`src/rtl/wordle_scorer_pkg.sv`:
```
// Shared definitions for the wordle scorer: word geometry, colour codes and FSM states.
// Display logic and the guess-entry FSM import the same colour codes.
package wordle_scorer_pkg;

    localparam int unsigned N_LETTERS = 5;
    localparam int unsigned LETTER_W  = 8;
    localparam int unsigned WORD_W    = N_LETTERS * LETTER_W;
    localparam int unsigned COLOR_W   = 3;

    localparam logic [COLOR_W-1:0] COLOR_GREEN  = 3'b010;
    localparam logic [COLOR_W-1:0] COLOR_YELLOW = 3'b110;
    localparam logic [COLOR_W-1:0] COLOR_MISS   = 3'b111;

    typedef enum logic [1:0] {
        StIdle,
        StGreen,
        StYellow,
        StDone
    } state_e;

    // Letter 0 is the leftmost character, held in the top byte of the word.
    function automatic logic [LETTER_W-1:0] letter_at(input logic [WORD_W-1:0] word,
                                                      input logic [2:0] idx);
        return word[(WORD_W - 1) - (LETTER_W * idx) -: LETTER_W];
    endfunction

endpackage

```
`src/rtl/wordle_letter_match.sv`:
```
// Finds the lowest-index answer letter equal to i_letter that has not yet been consumed.
module wordle_letter_match
    import wordle_scorer_pkg::*;
(
    input  logic [LETTER_W-1:0]  i_letter,
    input  logic [WORD_W-1:0]    i_answer,
    input  logic [N_LETTERS-1:0] i_consumed,
    output logic                 o_found,
    output logic [N_LETTERS-1:0] o_match_oh
);

    always_comb begin
        o_found    = 1'b0;
        o_match_oh = '0;
        for (int j = 0; j < N_LETTERS; j++) begin
            if (!o_found && !i_consumed[j] && (letter_at(i_answer, 3'(j)) == i_letter)) begin
                o_found       = 1'b1;
                o_match_oh[j] = 1'b1;
            end
        end
    end

endmodule

```
`src/rtl/wordle_scorer.sv`:
```
// Sequential scorer: one green pass, then one yellow/miss decision per letter, then publish.
// Outputs hold the last scored result until the next publish or reset.
module wordle_scorer
    import wordle_scorer_pkg::*;
(
    input  logic                           Clk,
    input  logic                           reset,
    input  logic                           start,
    input  logic [WORD_W-1:0]              guess,
    input  logic [WORD_W-1:0]              answer,
    output logic                           busy,
    output logic                           done,
    output logic [N_LETTERS*COLOR_W-1:0]   colors,
    output logic                           win
);

    state_e                         r_state;
    logic [WORD_W-1:0]              r_guess;
    logic [WORD_W-1:0]              r_answer;
    logic [N_LETTERS-1:0]           r_green;
    logic [N_LETTERS-1:0]           r_consumed;
    logic [2:0]                     r_idx;
    logic [N_LETTERS*COLOR_W-1:0]   r_col;
    logic [N_LETTERS*COLOR_W-1:0]   r_colors;
    logic                           r_win;
    logic                           r_done;
    logic                           r_busy;

    logic [N_LETTERS-1:0]           w_green;
    logic                           w_found;
    logic [N_LETTERS-1:0]           w_match_oh;

    always_comb begin
        w_green = '0;
        for (int i = 0; i < N_LETTERS; i++) begin
            w_green[i] = (letter_at(r_guess, 3'(i)) == letter_at(r_answer, 3'(i)));
        end
    end

    wordle_letter_match u_match (
        .i_letter   (letter_at(r_guess, r_idx)),
        .i_answer   (r_answer),
        .i_consumed (r_consumed),
        .o_found    (w_found),
        .o_match_oh (w_match_oh)
    );

    always_ff @(posedge Clk) begin
        if (!reset) begin
            r_state    <= StIdle;
            r_guess    <= '0;
            r_answer   <= '0;
            r_green    <= '0;
            r_consumed <= '0;
            r_idx      <= '0;
            r_col      <= '1;
            r_colors   <= '1;
            r_win      <= 1'b0;
            r_done     <= 1'b0;
            r_busy     <= 1'b0;
        end else begin
            r_done <= 1'b0;
            case (r_state)
                StIdle: begin
                    if (start) begin
                        r_guess    <= guess;
                        r_answer   <= answer;
                        r_green    <= '0;
                        r_consumed <= '0;
                        r_busy     <= 1'b1;
                        r_state    <= StGreen;
                    end
                end
                StGreen: begin
                    // Exact matches claim their answer letters before any yellow search.
                    r_green    <= w_green;
                    r_consumed <= w_green;
                    r_idx      <= '0;
                    r_state    <= StYellow;
                end
                StYellow: begin
                    if (r_green[r_idx]) begin
                        r_col[(N_LETTERS*COLOR_W-1) - (COLOR_W*r_idx) -: COLOR_W] <= COLOR_GREEN;
                    end else if (w_found) begin
                        r_col[(N_LETTERS*COLOR_W-1) - (COLOR_W*r_idx) -: COLOR_W] <= COLOR_YELLOW;
                        r_consumed <= r_consumed | w_match_oh;
                    end else begin
                        r_col[(N_LETTERS*COLOR_W-1) - (COLOR_W*r_idx) -: COLOR_W] <= COLOR_MISS;
                    end
                    if (r_idx == 3'd4) begin
                        r_state <= StDone;
                    end else begin
                        r_idx <= r_idx + 3'd1;
                    end
                end
                StDone: begin
                    r_colors <= r_col;
                    r_win    <= &r_green;
                    r_done   <= 1'b1;
                    r_busy   <= 1'b0;
                    r_state  <= StIdle;
                end
                default: r_state <= StIdle;
            endcase
        end
    end

    assign busy   = r_busy;
    assign done   = r_done;
    assign colors = r_colors;
    assign win    = r_win;

endmodule

```
`config.mk`:
```
export PLATFORM = sky130hd
export DESIGN_NAME = wordle_scorer
export DESIGN_NICKNAME = d
export VERILOG_FILES = /design/src/rtl/wordle_scorer_pkg.sv /design/src/rtl/wordle_letter_match.sv /design/src/rtl/wordle_scorer.sv
export SDC_FILE = /design/constraint.sdc
export NUM_CORES = 1
export LEC_CHECK = 0
export ABC_AREA = 1
export CORE_ASPECT_RATIO = 2
export CORE_MARGIN = 1.5
export CORE_UTILIZATION = 62
export CTS_BUF_LIST = sky130_fd_sc_hd__clkbuf_8
export DETAILED_ROUTE_END_ITERATION = 10
export GPL_TIMING_DRIVEN = 0
export PLACE_DENSITY = 0.89
export SLEW_MARGIN = 20
export SYNTH_ARGS = -nofsm -noshare
export SYNTH_HDL_FRONTEND = slang
export SYNTH_SLANG_ARGS = --single-unit
export TNS_END_PERCENT = 1
```
`constraint.sdc`:
```
create_clock -name Clk -period 5.7 [get_ports Clk]
set_input_delay 0.57 -clock Clk [delete_from_list [all_inputs] [get_ports Clk]]
set_output_delay 0.57 -clock Clk [all_outputs]
set_load 0.02 [all_outputs]
```
==> flow_summary.json, run 1 <==
{
  "setup_viol": 0,
  "status": "complete, no violations",
  "min_path_type": "flop to flop",
  "syn_to_final_growth_pct": 21.2,
  "die_h_um": 159,
  "synthTopCellsByCount": "nand2_1, nor2_1, dfxtp_1",
  "ios": 101,
  "synthCells": 1099,
  "wl_per_cell_um": 19.8,
  "hold_viol": 0,
  "drt-total-wl_um": 27300,
  "ys.flop_type": "dfxtp_1",
  "drc": 0,
  "grt_pass1_wl_um": 41500,
  "clock_path_buffers": 2,
  "vias_per_cell": 6.04,
  "grt_use_total": 0.446,
  "critPathMostFrequentCell": "inv_1",
  "power-per-cell-area_nw_per_um2": 519,
  "drtIter0Drc": 645,
  "crit_chain": "inv_1, buf_2, buf_2, ha_1, xor2_1, ha_1, inv_1, nand2_1, xor2_1, nor2_1, nand3_1, inv_1, ha_1, inv_1, nor4_1, nand4_1, o22ai_1, nand2_1, inv_1, o21ai_0, o21ai_0, nand3_1",
  "synth.top_cells.by_area": "dfxtp_1, nand2_1, o21ai_0",
  "critical_path_class": "flop to flop",
  "place_inst": 1344,
  "max_cap_viol_count": 0,
  "rows": 56,
  "cp.required_ps": 6000,
  "gp_congestion": 1.06,
  "crit_fanout": 12,
  "final_area_sq_um": 9100,
  "fin_crit_sh": 0.879,
  "port_buffers": 100,
  "cp-end-kind": "flop",
  "firstDrtPassIters": 6,
  "slew_headroom": 0.451,
  "clkTransAtPathRegs_ps": 80,
  "die_w_um": 80.8,
  "multiInputGateArea_sq_um": 4300,
  "critPathSlowestCell": "nor2_1",
  "root_buffer": "clkbuf_8",
  "start_kind": "flop",
  "cp_top_family": "simple AND/OR/NAND/NOR gates",
  "fmax_ghz": 0.199,
  "holdBufCountCts": 0,
  "drive_gt1_frac": 0.0854,
  "arrival_ps": 5310,
  "syn-num-nets": 1202,
  "clk_latency_ps": 450,
  "cts_setup_buffers": 0,
  "final_antenna_net_count": 0,
  "finalWorstSetupSlack_ps": 687,
  "coreArea_sq_um": 11800,
  "initial_utilization": 0.638,
  "num_vias": 8308,
  "grt_start_max_net_pins": 17,
  "fin_cells": 1375,
  "rsz0062_at_grt": "no",
  "finalNetCount": 1321,
  "synth_seq_area_share": 0.341,
  "yosysTopAreaCell": "dfxtp_1",
  "antenna_found_initial": 0,
  "skew_ps": 15.3,
  "pre_cts_ws_ps": 902,
  "yosys_warnings": 0,
  "ys_ff_latch": 128,
  "p_leak_nw": 3.89,
  "slowest_delay_ps": 350,
  "crit_buf_inv": 7,
  "synth-async-reset-ratio": 0,
  "postLayoutCoreUtil": 0.773,
  "tightest_slew_ps": 824,
  "finalSetupTns_ps": 0,
  "final-max-slew-violation-count": 0,
  "diodes": 0,
  "synth_area_sq_um": 7510,
  "htreeDepth": 4,
  "synth.most_common_cell": "nand2_1",
  "post_dp_cell_area_sq_um": 8690,
  "synth_cell_type_count": 48,
  "die_area_sq_um": 12800,
  "min_period_ps": 5010,
  "cts_tree": "built",
  "fillers": 936,
  "cts.repair.resized": 0,
  "synth_top_area_frac": 0.341,
  "numCtsBuffers": 17,
  "postSynthAreaPerCell_sq_um": 6.83,
  "dp_hpwl_um": 20800,
  "grt_pass1_vias": 8284,
  "synth-edff-count": 0,
  "seq_area_sq_um": 2560,
  "ir_drop_uv": 327,
  "cts_sinks": 128,
  "globalRouteOverflowTotal": 0
}
## worst min-delay path, stage by stage, from the launching register on
cell and delay [ps]:
dfxtp_1 330, nand2_1 50, nand3_1 50
## power by group
group / switching (W) / internal (W) / total, W
logic: 0.00175 / 0.000829 / 0.00258
clock network: 0.000393 / 0.000443 / 0.000836
registers: 0.000203 / 0.00111 / 0.00131
total: 0.00235 / 0.00238 / 0.00473
## cell usage in the layout, fill, tap and decap left out, types with 3 or more instances in the layout
master	Yosys	final
nand4_1	18	18
a211oi_1	5	5
clkinv_2	0	3
clkinv_1	3	3
dfxtp_1	128	128
clkinvlp_4	0	3
a2111oi_0	7	6
nand2_4	11	11
clkbuf_8	0	18
nor2_2	9	9
xnor2_1	6	6
a21oi_2	5	5
o22ai_1	10	10
nand2_2	12	12
nor4_1	3	3
buf_2	6	6
nor2_1	129	129
xor2_1	24	24
inv_1	110	110
o211ai_1	8	8
nor3_1	10	10
bufinv_16	0	3
nand3b_1	3	3
nand3_1	88	88
nand2_1	212	212
nor2_4	3	3
a21oi_1	85	85
a21oi_4	9	9
inv_2	6	6
o21ai_1	5	5
ha_1	20	20
clkbuf_1	34	34
clkdlybuf4s50_1	0	100
o21ai_0	109	109
## layout make-up
class / count / share of cell area
repair buffers: 100 / 0.110
plain buffers: 44 / 0.0210
inverters: 120 / 0.0498
multi-input cells: 807 / 0.473
clock inverters: 13 / 0.0179
well taps: 145 / 0.0199
clock buffers: 18 / 0.0272
flip-flops and latches: 128 / 0.282
## cells by family (layout without fill, tap and decap cells)
kind of cell    count (synthesis)  count (layout)  synth area share
flops                         128             128             0.341
simple gates                  505             505             0.306
compound gates                251             251             0.196
fa+ha+maj                      20              20            0.0333
xor+xnor                       31              31            0.0372
buf+inv                       164             295            0.0858
## state kept, by name (all words and copies together) (netlist names)
register	flops
busy	1
colors	15
done	1
r_answer	40
r_col	15
r_consumed	5
r_green	5
r_guess	40
r_idx	3
r_state	2
win	1
## per-layer routing
| layer | wire length (um) | vias up | GRT usage |
|---|---|---|---|
| met5 | 22 | - | 0.0174 |
| met4 | 3140 | 2 | 0.464 |
| met3 | 2140 | 214 | 0.147 |
| met2 | 13800 | 483 | 0.775 |
| met1 | 8130 | 3729 | 0.362 |
| li1 | - | 3880 | - |
## stage by stage
step	total power (W)	hold WS, ps
2_1_floorplan	0.00303	432
3_3_place_gp	0.00372	438
3_5_place_dp	0.00378	443
4_1_cts	0.00461	463
5_1_grt	0.00499	482
6_report	0.00473	459
## path summary, 6_finish.rpt
path                          start                endpoint  slack [ps]  depth (start not counted)
max           r_idx[0]$_SDFFE_PN0P_   r_col[3]$_SDFFE_PN1P_         690                         22
min          colors[3]$_SDFFE_PN1P_  colors[3]$_SDFFE_PN1P_         460                          2
max reg2reg   r_idx[0]$_SDFFE_PN0P_   r_col[3]$_SDFFE_PN1P_         690                         22
min reg2reg  colors[3]$_SDFFE_PN1P_  colors[3]$_SDFFE_PN1P_         460                          2
No activity file was read; power rests on OpenSTA's default activity.
==> run 2: changes to the inputs <==
- CORE_UTILIZATION: 62 -> 57
- PLACE_DENSITY: 0.89 -> 0.82
- clock period: 5.7 -> 5 ns (I/O delays scaled with it)
==> run 2 against run 1 <==
Against the previous run:
- sequential cell count unchanged
- largest power group unchanged
- critical path type unchanged
- die area increased by 8.5%
- count of clock-buffer cells in the layout increased by 1
- setup slack got worse by 340 ps
- sequential share of layout area about the same
- final cell count increased by 0.58%
- critical path depth increased by 2
- routed wire length increased by 2.1%
- worst hold slack got worse by 1.1 ps
==> flow_summary.json, run 2 (same netlist as run 1, synthesis figures left out) <==
{
  "status": "complete, no violations",
  "holdBufCountCts": 0,
  "port_buffers": 100,
  "largestRegisters": "r_answer (40), r_guess (40)",
  "post_dp_cell_area_sq_um": 8700,
  "min_path_type": "flop to flop",
  "die_area_sq_um": 13900,
  "arrival_ps": 5010,
  "fin_crit_sh": 0.931,
  "skew_ps": 19.4,
  "drt-total-wl_um": 27800,
  "grt_pass1_wl_um": 41400,
  "power-per-cell-area_nw_per_um2": 591,
  "initial_utilization": 0.581,
  "drtIter0Drc": 478,
  "grt_start_max_net_pins": 17,
  "hold_viol": 0,
  "ios": 101,
  "p_leak_nw": 3.89,
  "clkTransAtPathRegs_ps": 80,
  "final_common_cell": "nand2_1",
  "cts_setup_buffers": 0,
  "ir_drop_uv": 355,
  "antenna_found_initial": 1,
  "finalWorstSetupSlack_ps": 346,
  "firstDrtPassIters": 8,
  "cts_sinks": 128,
  "tightest_slew_ps": 964,
  "dp_hpwl_um": 22100,
  "crit_buf_inv": 8,
  "gp_congestion": 1.04,
  "start_kind": "flop",
  "drive_gt1_frac": 0.0886,
  "rsz0062_at_grt": "no",
  "min_period_ps": 4650,
  "critPathSlowestCell": "ha_1",
  "num_vias": 8130,
  "multiInputGateArea_sq_um": 4310,
  "root_buffer": "clkbuf_8",
  "wl_per_cell_um": 20.1,
  "final_antenna_net_count": 0,
  "max_cap_viol_count": 0,
  "setup_viol": 0,
  "htreeDepth": 4,
  "drc": 0,
  "cts_tree": "built",
  "critPathMostFrequentCell": "inv_1",
  "slew_headroom": 0.341,
  "seq_area_sq_um": 2560,
  "cp-end-kind": "flop",
  "finalSetupTns_ps": 0,
  "grt_pass1_vias": 8001,
  "clk_latency_ps": 460,
  "numCtsBuffers": 17,
  "layout_common_cells": "nand2_1, nor2_1, dfxtp_1",
  "pre_cts_ws_ps": 16.7,
  "final_area_sq_um": 9110,
  "cp_top_family": "simple AND/OR/NAND/NOR gates",
  "coreArea_sq_um": 12900,
  "fillers": 1125,
  "cp.required_ps": 5350,
  "finalNetCount": 1321,
  "slowest_delay_ps": 400,
  "die_w_um": 84.2,
  "crit_fanout": 12,
  "crit_chain": "inv_2, buf_4, clkbuf_4, ha_2, xor2_1, ha_1, inv_1, nand2_1, xor2_1, nor2_2, nand3_1, inv_1, ha_1, inv_1, nor4_1, nand4_1, o22ai_1, nand2_1, inv_2, nand3_1, nor2_1, inv_1, a21oi_1, nand2_1",
  "die_h_um": 165,
  "critical_path_class": "flop to flop",
  "globalRouteOverflowTotal": 0,
  "grt_use_total": 0.401,
  "rows": 59,
  "clock_path_buffers": 2,
  "syn_to_final_growth_pct": 21.3,
  "vias_per_cell": 5.88,
  "fmax_ghz": 0.215,
  "final-max-slew-violation-count": 0
}
==> run 2: per-stage QoR <==
| step | cells | power [W] | utilization | hold WS [ps] |
|---|---|---|---|---|
| CTS | 1382 | 0.00528 | 0.704 | 464 |
| finish | 1383 | 0.00538 | 0.705 | 457 |
| global route | 1383 | 0.00565 | 0.705 | 482 |
| detailed placement | 1351 | 0.00437 | 0.673 | 444 |
| global placement | 1351 | 0.00432 | 0.673 | 439 |
| floorplan | 1099 | 0.00346 | - | 432 |
==> run 2: final timing paths <==
path / startpoint / end / slack, ps / cells past startpoint
max reg2reg: r_idx[0]$_SDFFE_PN0P_ / r_col[2]$_SDFFE_PN1P_ / 350 / 24
min reg2reg: colors[14]$_SDFFE_PN1P_ / colors[14]$_SDFFE_PN1P_ / 460 / 2
min: colors[14]$_SDFFE_PN1P_ / colors[14]$_SDFFE_PN1P_ / 460 / 2
max: r_idx[0]$_SDFFE_PN0P_ / r_col[2]$_SDFFE_PN1P_ / 350 / 24
==> run 2: routing by layer <==
metal	up-vias	track usage	part of all wire
met5	-	0	0
met4	0	0.407	0.11
met3	166	0.0676	0.048
met2	372	0.764	0.54
met1	3714	0.328	0.31
li1	3878	-	-
==> run 2: area by class of cell <==
cell class / count / area share
Multi-Input combinational cell: 807 / 0.473
Sequential cell: 128 / 0.281
Timing Repair Buffer: 100 / 0.110
Inverter: 120 / 0.0497
Clock buffer: 19 / 0.0287
Buffer: 44 / 0.0216
Tap cell: 152 / 0.0209
Clock inverter: 12 / 0.0147
Antenna cell: 1 / 0.000275
==> run 2: report_power, final <==
group | internal [W] | leakage (nW) | total (W) | switching (W)
sequential | 0.00126 | 1.05 | 0.00149 | 0.000229
combinational | 0.000948 | 2.64 | 0.00296 | 0.00202
clock | 0.000469 | 0.198 | 0.000926 | 0.000458
total | 0.00268 | 3.89 | 0.00538 | 0.00270
==> run 2: repair_timing <==
| action | 4_1_cts | 5_1_grt |
|---|---|---|
| setup endpoints to repair | 1 | 9 |
| hold endpoints to repair | 0 | 0 |
| gates resized for setup | 1 | 6 |
==> run 2: worst reg2reg max path, cell delays in order, from the launching register on <==
cell	delay (ps)
dfxtp_1	360
inv_2	150
buf_4	220
clkbuf_4	270
ha_2	260
xor2_1	190
ha_1	170
inv_1	40
nand2_1	90
xor2_1	210
nor2_2	110
nand3_1	200
inv_1	70
ha_1	400
inv_1	160
nor4_1	330
nand4_1	130
o22ai_1	210
nand2_1	220
inv_2	200
nand3_1	140
nor2_1	190
inv_1	60
a21oi_1	120
nand2_1	70
